<file path="src/rtl/rtc_time_of_day.sv">
// BCD hh:mm:ss time-of-day counter with prescaler, 12/24 h display and day count.
// Optional alarm comparator is built only when RTC_ALARM_EN is defined.
module rtc_time_of_day #(
    parameter int unsigned DIV   = 50_000_000,
    parameter int unsigned DAY_W = 8
) (
    input  logic             clk,
    input  logic             rst,
    input  logic             en,
    input  logic             mode12,
    input  logic             set_valid,
    input  logic [7:0]       set_hh,
    input  logic [7:0]       set_mm,
    input  logic [7:0]       set_ss,
    output logic             set_err,
    output logic [3:0]       hh_t,
    output logic [3:0]       hh_o,
    output logic [3:0]       mm_t,
    output logic [3:0]       mm_o,
    output logic [3:0]       ss_t,
    output logic [3:0]       ss_o,
    output logic             pm,
    output logic             sec_pulse,
    output logic             min_pulse,
    output logic             day_pulse,
    output logic [DAY_W-1:0] day_count,
    input  logic [7:0]       alarm_hh,
    input  logic [7:0]       alarm_mm,
    input  logic             alarm_arm,
    output logic             alarm_hit
);

    localparam int unsigned CW = (DIV > 1) ? $clog2(DIV) : 1;
    localparam logic [CW-1:0] LAST = CW'(DIV - 1);

    logic [CW-1:0]    pre_q, pre_d;
    logic [7:0]       h_q, h_d, m_q, m_d, s_q, s_d;
    logic [DAY_W-1:0] day_q, day_d;
    logic [7:0]       hdisp_q, hdisp_d;
    logic             pm_q, pm_d;
    logic             sec_q, sec_d, min_q, min_d, dayp_q, dayp_d;
    logic             err_q, err_d;

    logic tick, legal, load, step;
    logic s_wrap, m_wrap, h_wrap;

    function automatic logic [7:0] bcd_inc(input logic [7:0] v);
        if (v[3:0] == 4'd9) return {v[7:4] + 4'd1, 4'd0};
        return {v[7:4], v[3:0] + 4'd1};
    endfunction

    function automatic logic [7:0] to12(input logic [7:0] v);
        logic [4:0] hb;
        hb = 5'(v[7:4]) * 5'd10 + 5'(v[3:0]);
        if (hb == 5'd0) hb = 5'd12;
        else if (hb > 5'd12) hb = hb - 5'd12;
        if (hb >= 5'd10) return {4'd1, 4'(hb - 5'd10)};
        return {4'd0, 4'(hb)};
    endfunction

    always_comb begin
        tick  = en && (pre_q == LAST);
        // With every nibble <= 9, plain compares on the BCD bytes are numeric
        legal = (set_hh[7:4] <= 4'd9) && (set_hh[3:0] <= 4'd9) &&
                (set_mm[7:4] <= 4'd9) && (set_mm[3:0] <= 4'd9) &&
                (set_ss[7:4] <= 4'd9) && (set_ss[3:0] <= 4'd9) &&
                (set_hh <= 8'h23) && (set_mm <= 8'h59) && (set_ss <= 8'h59);
        load   = set_valid && legal;
        step   = tick && !load;
        s_wrap = (s_q == 8'h59);
        m_wrap = (m_q == 8'h59);
        h_wrap = (h_q == 8'h23);

        pre_d = pre_q;
        h_d   = h_q;
        m_d   = m_q;
        s_d   = s_q;
        day_d = day_q;

        if (load || tick) pre_d = '0;
        else if (en) pre_d = pre_q + 1'b1;

        if (load) begin
            h_d = set_hh;
            m_d = set_mm;
            s_d = set_ss;
        end else if (step) begin
            s_d = s_wrap ? 8'h00 : bcd_inc(s_q);
            if (s_wrap) m_d = m_wrap ? 8'h00 : bcd_inc(m_q);
            if (s_wrap && m_wrap) h_d = h_wrap ? 8'h00 : bcd_inc(h_q);
            if (s_wrap && m_wrap && h_wrap) day_d = day_q + 1'b1;
        end

        hdisp_d = mode12 ? to12(h_d) : h_d;
        pm_d    = (h_d >= 8'h12);
        sec_d   = step;
        min_d   = step && s_wrap;
        dayp_d  = step && s_wrap && m_wrap && h_wrap;
        err_d   = set_valid && !legal;
    end

    always_ff @(posedge clk or posedge rst) begin
        if (rst) begin
            pre_q   <= '0;
            h_q     <= 8'h00;
            m_q     <= 8'h00;
            s_q     <= 8'h00;
            day_q   <= '0;
            hdisp_q <= 8'h00;
            pm_q    <= 1'b0;
            sec_q   <= 1'b0;
            min_q   <= 1'b0;
            dayp_q  <= 1'b0;
            err_q   <= 1'b0;
        end else begin
            pre_q   <= pre_d;
            h_q     <= h_d;
            m_q     <= m_d;
            s_q     <= s_d;
            day_q   <= day_d;
            hdisp_q <= hdisp_d;
            pm_q    <= pm_d;
            sec_q   <= sec_d;
            min_q   <= min_d;
            dayp_q  <= dayp_d;
            err_q   <= err_d;
        end
    end

    assign hh_t      = hdisp_q[7:4];
    assign hh_o      = hdisp_q[3:0];
    assign mm_t      = m_q[7:4];
    assign mm_o      = m_q[3:0];
    assign ss_t      = s_q[7:4];
    assign ss_o      = s_q[3:0];
    assign pm        = pm_q;
    assign sec_pulse = sec_q;
    assign min_pulse = min_q;
    assign day_pulse = dayp_q;
    assign day_count = day_q;
    assign set_err   = err_q;

`ifdef RTC_ALARM_EN
    logic alarm_q, alarm_d;

    // Only a counting step can fire; loads landing on the alarm time stay silent
    always_comb begin
        alarm_d = step && alarm_arm &&
                  (h_d == alarm_hh) && (m_d == alarm_mm) && (s_d == 8'h00);
    end

    always_ff @(posedge clk or posedge rst) begin
        if (rst) alarm_q <= 1'b0;
        else     alarm_q <= alarm_d;
    end

    assign alarm_hit = alarm_q;
`else
    logic unused_alarm;
    assign unused_alarm = ^{alarm_hh, alarm_mm, alarm_arm};
    assign alarm_hit    = 1'b0;
`endif

endmodule
</file>
<file path="config.mk">
export PLATFORM = sky130hd
export DESIGN_NAME = rtc_time_of_day
export DESIGN_NICKNAME = d
export VERILOG_FILES = /design/src/rtl/rtc_time_of_day.sv
export SDC_FILE = /design/constraint.sdc
export NUM_CORES = 1
export LEC_CHECK = 0
export ABC_AREA = 1
export BUFFER_PORTS_ARGS = -buffer_cell sky130_fd_sc_hd__buf_2
export CAP_MARGIN = 10
export CORE_MARGIN = 3
export CORE_UTILIZATION = 50
export DETAILED_ROUTE_END_ITERATION = 16
export PLACE_DENSITY = 0.73
export SLEW_MARGIN = 20
export SYNTH_ARGS = -nofsm -noshare
export SYNTH_HDL_FRONTEND = slang
export SYNTH_SLANG_ARGS = --single-unit
export TNS_END_PERCENT = 100
</file>
<file path="constraint.sdc">
create_clock -name clk -period 4.8 [get_ports clk]
set_clock_uncertainty 0.2 [all_clocks]
set_input_delay 0.96 -clock clk [delete_from_list [all_inputs] [get_ports clk]]
set_output_delay 0.96 -clock clk [all_outputs]
set_load 0.005 [all_outputs]
</file>
==> results of run 1 <==
## Yosys cell counts (3+ instances only)
library cell / number
nand2_4: 3
dfrtp_1: 71
nor2_2: 10
a21oi_1: 24
nand3_2: 5
nand4_1: 10
xnor2_1: 11
inv_1: 74
nand2_1: 125
nand2_2: 5
xor2_1: 15
nor2_1: 62
nand3_1: 45
o21ai_1: 5
o211ai_1: 3
ha_1: 21
o21ai_0: 26
nor3_1: 11
o31ai_1: 3
nor2_4: 3
inv_2: 7
clkbuf_1: 6
a31oi_1: 4
## routing by layer
metal	up-vias	track usage (%)	part of all wire, %
met5	-	0	0
met1	1923	28.00	45
met3	15	4.083	5.2
li1	2070	-	-
met2	115	36.81	48
met4	0	6.010	1.3
## cells in the final DEF (no fill, tap or decap), types with 7 or more instances in the layout
master,synthesis,final
clkbuf_8,0,10
xor2_1,15,15
nor2_1,62,62
nand3_1,45,44
xnor2_1,11,11
ha_1,21,21
buf_2,2,65
dfrtp_1,71,71
nand2_1,125,125
inv_1,74,73
nand4_1,10,10
nor3_1,11,11
a21oi_1,24,24
inv_2,7,7
o21ai_0,26,25
buf_4,2,24
nor2_2,10,10
## power by group
part | leakage, nW | total, mW | internal [mW] | switching (mW)
Clock | 0.109 | 0.546 | 0.310 | 0.237
Sequential | 0.843 | 0.729 | 0.667 | 0.0618
Combinational | 1.80 | 0.388 | 0.157 | 0.231
Total | 2.76 | 1.66 | 1.13 | 0.530
## cell families (layout without fill, tap and decap cells)
logic type	Yosys count	after routing	synth area share (%)
AO/OA/AOI/OAI	81	81	10.91
adder cells (fa/ha/maj)	22	22	6.322
other	1	1	0.08384
AND/OR/NAND/NOR	287	287	29.59
flip-flops	71	71	39.72
multiplexers	1	1	0.2517
buffers and inverters	93	188	8.028
XOR/XNOR	26	26	5.091
## flip-flops by register name (all words and copies together), names as in the netlist
signal	flops
s_q	8
day_pulse	1
h_q	8
sec_pulse	1
pm	1
day_count	8
pre_q	26
min_pulse	1
set_err	1
hdisp_q	8
m_q	8
## worst register-to-register path, stage by stage (launching register included)
cell and delay [ps]:
dfrtp_1 460, ha_1 260, nand3_4 140, nor2_4 160, nand2_4 80, nor2_1 210
o21ai_0 120, a21oi_1 120, nor2_1 70, a221oi_2 230, ha_1 290, ha_1 320
a21oi_1 150, nand2_1 70, xor2_1 160, inv_1 70, nand3_2 120, nand2_4 120
nand3_1 90, nand3_1 80, inv_1 50, ha_1 190, nand2_1 80, nand2_2 70
nand2_2 70, nand2_1 40, nand3_1 70, nand2_1 50
## through the flow
stage	util (%)	setup TNS (ps)	hold WS, ps	area (µm²)
2_1_floorplan	-	0	268.1	4473
3_3_place_gp	59.81	-119.9	255.3	5062
3_5_place_dp	59.81	-337.1	258.9	5062
4_1_cts	62.53	0	273.1	5293
5_1_grt	62.75	0	286.2	5311
6_report	62.75	0	264.4	5311
## final cells by class
cell class	count	area, µm²	area share [%]
clock buffer	10	137.6	2.591
tap	105	131.4	2.474
sequential	71	1777	33.45
clock inverter	6	92.59	1.743
multi-input combinational	418	2355	44.33
timing repair buffer	89	505.5	9.517
inverter	83	312.8	5.889
## final timing paths
kind	end	slack, ps	cells past startpoint
min reg2reg	day_count[7]	260	1
min in group asynchronous	day_count[5]	530	2
max reg2reg	hdisp_q[2]	520	27
max in group asynchronous	pre_q[10]	3040	3
max	hdisp_q[2]	470	28
min	day_count[7]	260	1
## timing repair
| item | CTS | global route |
|---|---|---|
| gates resized for setup | 0 | 4 |
| endpoints found under the setup margin | 0 | 4 |
| hold buffers | 0 | 0 |
==> key figures, run 1 <==
Synthesis
  – Synth Instances: 582
  – Sequential share of the synthesized area: 39.72%
  – Syn nets: 650
  – Synth top area cells: dfrtp_1 40%, nand2_1 10%, inv_1 6.2%
  – Post-synth cell types: between 40 and 50
  – Syn. warnings: 0
  – Number of synthesized register bits: 71
  – Post-synthesis async set-or-reset flop share: 100.0%
  – Most used DFF post-synth: dfrtp_1
  – Yosys top cell by area: dfrtp_1
  – Share of the synthesized area in the top cell type: 39.72%
  – Synthesized cell area: about 4500 µm²
  – Avg Synthesized Cell Area: 7.686 µm²
  – Number of synthesized flops with an enable pin: 0

Worst setup path
  – Critical path's most frequent cell: nand2_1
  – WP data arrival: 4360 ps
  – Delay-heaviest family, CP: simple AND/OR/NAND/NOR gates
  – Setup Crit Path Kind: input pin to register
  – CP Capture Type: register
  – CP startpoint: set_ss[1]
  – Worst path bufs/invs: 6
  – CP required: 4820 ps
  – Crit Path Max Fanout: 6
  – Crit path launch type: input pin
  – Reg2Reg Launch Point: s_q[0]
  – Critical path's largest stage delay: 320 ps
  – Crit-path slowest cell: ha_1

Floorplan
  – Initial Util: 52.85%
  – Full die area: 10,120 µm²
  – DIE WIDTH: 100.6 µm
  – Core box area: 8464 µm²
  – I/O pins: 84
  – Rows: 33
  – Die Y: 100.6 µm

Power and ir drop
  – Final Power: 1.663 mW
  – Leakage: between 2 and 3 nW
  – Pwr Density: 313.1 nW/µm²
  – Peak supply drop: 204.6 µV

Final layout
  – Fill count: 760
  – Layout net count: 740
  – Area growth, synth to finish: 18.74%
  – Share of cells above drive strength 1: 21.71%
  – Non-filler cells, final: ~780
  – N_diodes: 0

Clock network
  – Num CTS Buffers: 9
  – # clock sinks: 71
  – TritonCTS clock tree: yes
  – Max H-tree Level: 3
  – Post-CTS Setup Repair Bufs: 0
  – CTS Buffer Depth: 2
  – Reg clk slew, reported paths: 80 ps
  – Clk_lat worst skew: 340 ps
  – Clock root buffer: clkbuf_8

Timing
  – Crit path time final: ~4300 ps
  – Fin. max-slew vios: 0
  – Final worst slack: 466.4 ps
  – Setup violations, final: 0
  – Fmax: roughly 0.23 GHz
  – RSZ-0062 raised after global routing: false
  – Final worst path period share: 90.28%
  – Relative slew slack: 47.46%
  – Final hold violations: 0
  – Worst Tran Pin Value: 787.2 ps

Placement
  – Hpwl dp: ~8000 µm
  – IO Port Bufs: 65
  – Placed insts: 766
  – Gpl congestion: 0.8745
  – Place WS: -147.9 ps

GRT
  – Pin count of the biggest net entering global routing: 47
  – Total track usage: 21.60%
  – Overflow left after global routing: 0
  – Vias in the first global route: 4,040
  – Initial antenna violation count: 0
  – First-pass GRT wire length: roughly 18,000 µm

Drt
  – Final ANT Viol Nets: 0
  – DRT Pass-1 Iters: 5
  – DRC viols: 0
  – WL final: 10,250 µm
  – Via density: 5.272
  – DRT iter0 DRCs: 182
  – Via Count: roughly 4,100
  – Routed WL per cell: 13.11 µm

Job
  – Max-cap violations: 0

Outcome
  – Status: finished clean

Worst hold path
  – Worst Hold Class: register to register
  – Hold wc startpoint: day_count[7]
Power figures use the tool's default switching activity.
==> run 2, diff against run 1 <==
--- a/config.mk
+++ b/config.mk
@@ -11,7 +11,8 @@
 export CORE_MARGIN = 3
 export CORE_UTILIZATION = 50
 export DETAILED_ROUTE_END_ITERATION = 16
-export PLACE_DENSITY = 0.73
+export PLACE_DENSITY = 0.76
+export RECOVER_POWER = 25
 export SLEW_MARGIN = 20
 export SYNTH_ARGS = -nofsm -noshare
 export SYNTH_HDL_FRONTEND = slang
==> run 2 against run 1 <==
The flow now finishes with violations (capacitance limit, slew limit). Non-clock buffer count fell by 2. Register-to-register slack got worse by 60 ps. Wire length rose by 0.89%. Fmax fell by 2.2%. Worst setup slack got worse by 97 ps. Largest power group unchanged. Highest routed layer unchanged.
==> key figures, run 2 (synthesized netlist as in run 1, its figures left out) <==
Clock network
  – Num CTS Buffers: 9 (unchanged)
  – CTS Buffer Depth: 2 (unchanged)
  – Cts hold-fix bufs: 0 (unchanged)
  – Clock root buffer: clkbuf_8
  – TritonCTS clock tree: yes
  – # clock sinks: 71 (unchanged)
  – Clk_lat worst skew: 360 ps (+20 ps)
  – Reg clk slew, reported paths: 70 ps (about the same)
  – Max H-tree Level: 3 (unchanged)

Floorplan
  – Die Y: 100.6 µm (unchanged)
  – Core box area: 8464 µm² (unchanged)
  – Rows: 33 (unchanged)
  – Initial Util: 52.85% (unchanged)
  – I/O pins: 84 (unchanged)
  – DIE WIDTH: 100.6 µm (unchanged)
  – Full die area: 10,120 µm² (unchanged)

GRT
  – Overflow left after global routing: 0 (unchanged)
  – Total track usage: 21.25% (-0.35 points)
  – First-pass GRT wire length: 17,530 µm (-2.7%)
  – Vias in the first global route: 3,895 (-3.6%)
  – Initial antenna violation count: 0 (unchanged)
  – Pin count of the biggest net entering global routing: 46 (-2.1%)

Drt
  – DRC viols: 0 (unchanged)
  – Via density: 5.297 (+0.48%)
  – Via Count: 4,132 (+0.22%)
  – Final ANT Viol Nets: 0 (unchanged)
  – Routed WL per cell: 13.26 µm (+1.1%)
  – DRT Pass-1 Iters: 5 (unchanged)
  – WL final: 10,340 µm (+0.89%)
  – DRT iter0 DRCs: 216 (+19%)

Final layout
  – Layout net count: 738 (-0.27%)
  – Share of cells above drive strength 1: 21.33% (-0.38 points)
  – Max FFs per register: 26 (unchanged)
  – Area growth, synth to finish: 17.76%
  – Non-Filler Cell Area, Final: 5268 µm² (-0.82%)
  – Fill count: 720 (-5.3%)
  – Non-filler cells, final: 780 (-0.26%)
  – Register with the most flip-flops: pre_q
  – Most frequent cells in the layout: 125 x nand2_1, 74 x inv_1, 71 x dfrtp_1
  – Leading cell type in the layout, fill and taps excluded: nand2_1
  – N_diodes: 0 (unchanged)

Outcome
  – Failing checks: capacitance limit, slew limit
  – Status: complete, but fails checks

Worst setup path
  – Crit-path slowest cell: ha_1
  – Crit Path Max Fanout: 5 (-1)
  – RR Endpoint: hdisp_q[2]
  – Critical path's largest stage delay: 330 ps (about the same)
  – Setup Crit Path Kind: input pin to register
  – CP required: 4840 ps (+20 ps)
  – Flop-to-flop setup slack: 460 ps (-60 ps)
  – Critical path's most frequent cell: nand2_1
  – WP data arrival: 4470 ps (+110 ps)
  – Crit path launch type: input pin
  – Reg2Reg Launch Point: m_q[5]
  – CP Capture Type: register
  – R2R depth: 28 (+3.7%)

Timing
  – Setup TNS: 0 ps (unchanged)
  – Final hold violations: 0 (unchanged)
  – Crit path time final: 4431 ps (+97.02 ps)
  – Fmax: 0.2257 GHz (-2.2%)
  – Hold WS: 268.9 ps (+4.506 ps)
  – Worst Tran Pin Value: 1667 ps (+879.8 ps)
  – Relative slew slack: -11.26% (-59 points)
  – Fin. max-slew vios: 46 (+46)
  – Final worst path period share: 92.30% (+2.0 points)
  – RSZ-0062 raised after global routing: false
  – Setup violations, final: 0 (unchanged)

Placement
  – Placed insts: 764 (-0.26%)
  – Hpwl dp: 7924 µm (+0.86%)
  – IO Port Bufs: 65 (unchanged)
  – DP Area: 5047 µm² (-0.30%)
  – Gpl congestion: 0.8934 (+2.2%)

Power and ir drop
  – Pwr Density: 304.4 nW/µm² (-2.8%)
  – Leakage: 2.739 nW (-0.64%)
  – Peak supply drop: 161.5 µV (-21%)

Job
  – Max-cap violations: 1 (+1)

Worst hold path
  – Hold Path Sink: day_count[7]
  – Worst Hold Class: register to register
  – Hold wc startpoint: day_count[7]
  – Hold Crit Depth: 1 (unchanged)
==> run 2: cell type report <==
class | instances | area [µm²] | area share (%)
repair buffers | 87 | 490.5 | 9.311
flip-flops and latches | 71 | 1777 | 33.73
clock buffers | 10 | 137.6 | 2.613
well taps | 105 | 131.4 | 2.494
multi-input cells | 418 | 2360 | 44.80
inverters | 83 | 311.5 | 5.914
clock inverters | 6 | 60.06 | 1.140
==> run 2: worst max path at each step <==
stage,endpoint,cells after the start,start
2_1_floorplan,hdisp_q[1],28,set_hh[6]
3_3_place_gp,hdisp_q[2],28,set_ss[1]
3_5_place_dp,hdisp_q[2],28,set_ss[1]
4_1_cts,hdisp_q[2],28,set_ss[1]
5_1_grt,hdisp_q[2],29,pre_q[0]
6_report,hdisp_q[2],28,set_hh[5]
==> run 2: timing repair <==
action                                  4_1_cts  5_1_grt
buffers inserted                              0        0
gates resized for setup                       0        5
endpoints found under the setup margin        0        4
==> run 2: critical path, delay by kind of cell <==
family / cells / cell delay, ps
compound gates: 3 / 560
xor+xnor: 1 / 160
buf+inv: 6 / 560
fa+ha+maj: 3 / 830
simple gates: 15 / 1390
==> run 2: layer usage <==
metal  global-route usage, %  share of wire (%)  vias up
met5                       0                  0        -
met4                   6.943                1.4        0
met3                   3.460                5.3       13
met2                   35.29                 48       96
met1                   28.29                 45     1956
li1                        -                  -     2067
==> run 2: stage by stage <==
step | setup slack (ps) | power (mW) | util (%)
6_report | 369.4 | 1.603 | 62.23
5_1_grt | 23.79 | 1.705 | 62.23
4_1_cts | 238.8 | 1.610 | 61.97
3_5_place_dp | -116.7 | 1.129 | 59.63
3_3_place_gp | -5.191 | 1.110 | 59.63
2_1_floorplan | 383.1 | 1.012 | -
==> run 2: where the power goes <==
group / internal (mW) / switching [mW] / leakage [nW]
logic: 0.157 / 0.236 / 1.80
registers: 0.667 / 0.0608 / 0.843
clock network: 0.251 / 0.231 / 0.0981
total: 1.08 / 0.528 / 2.74
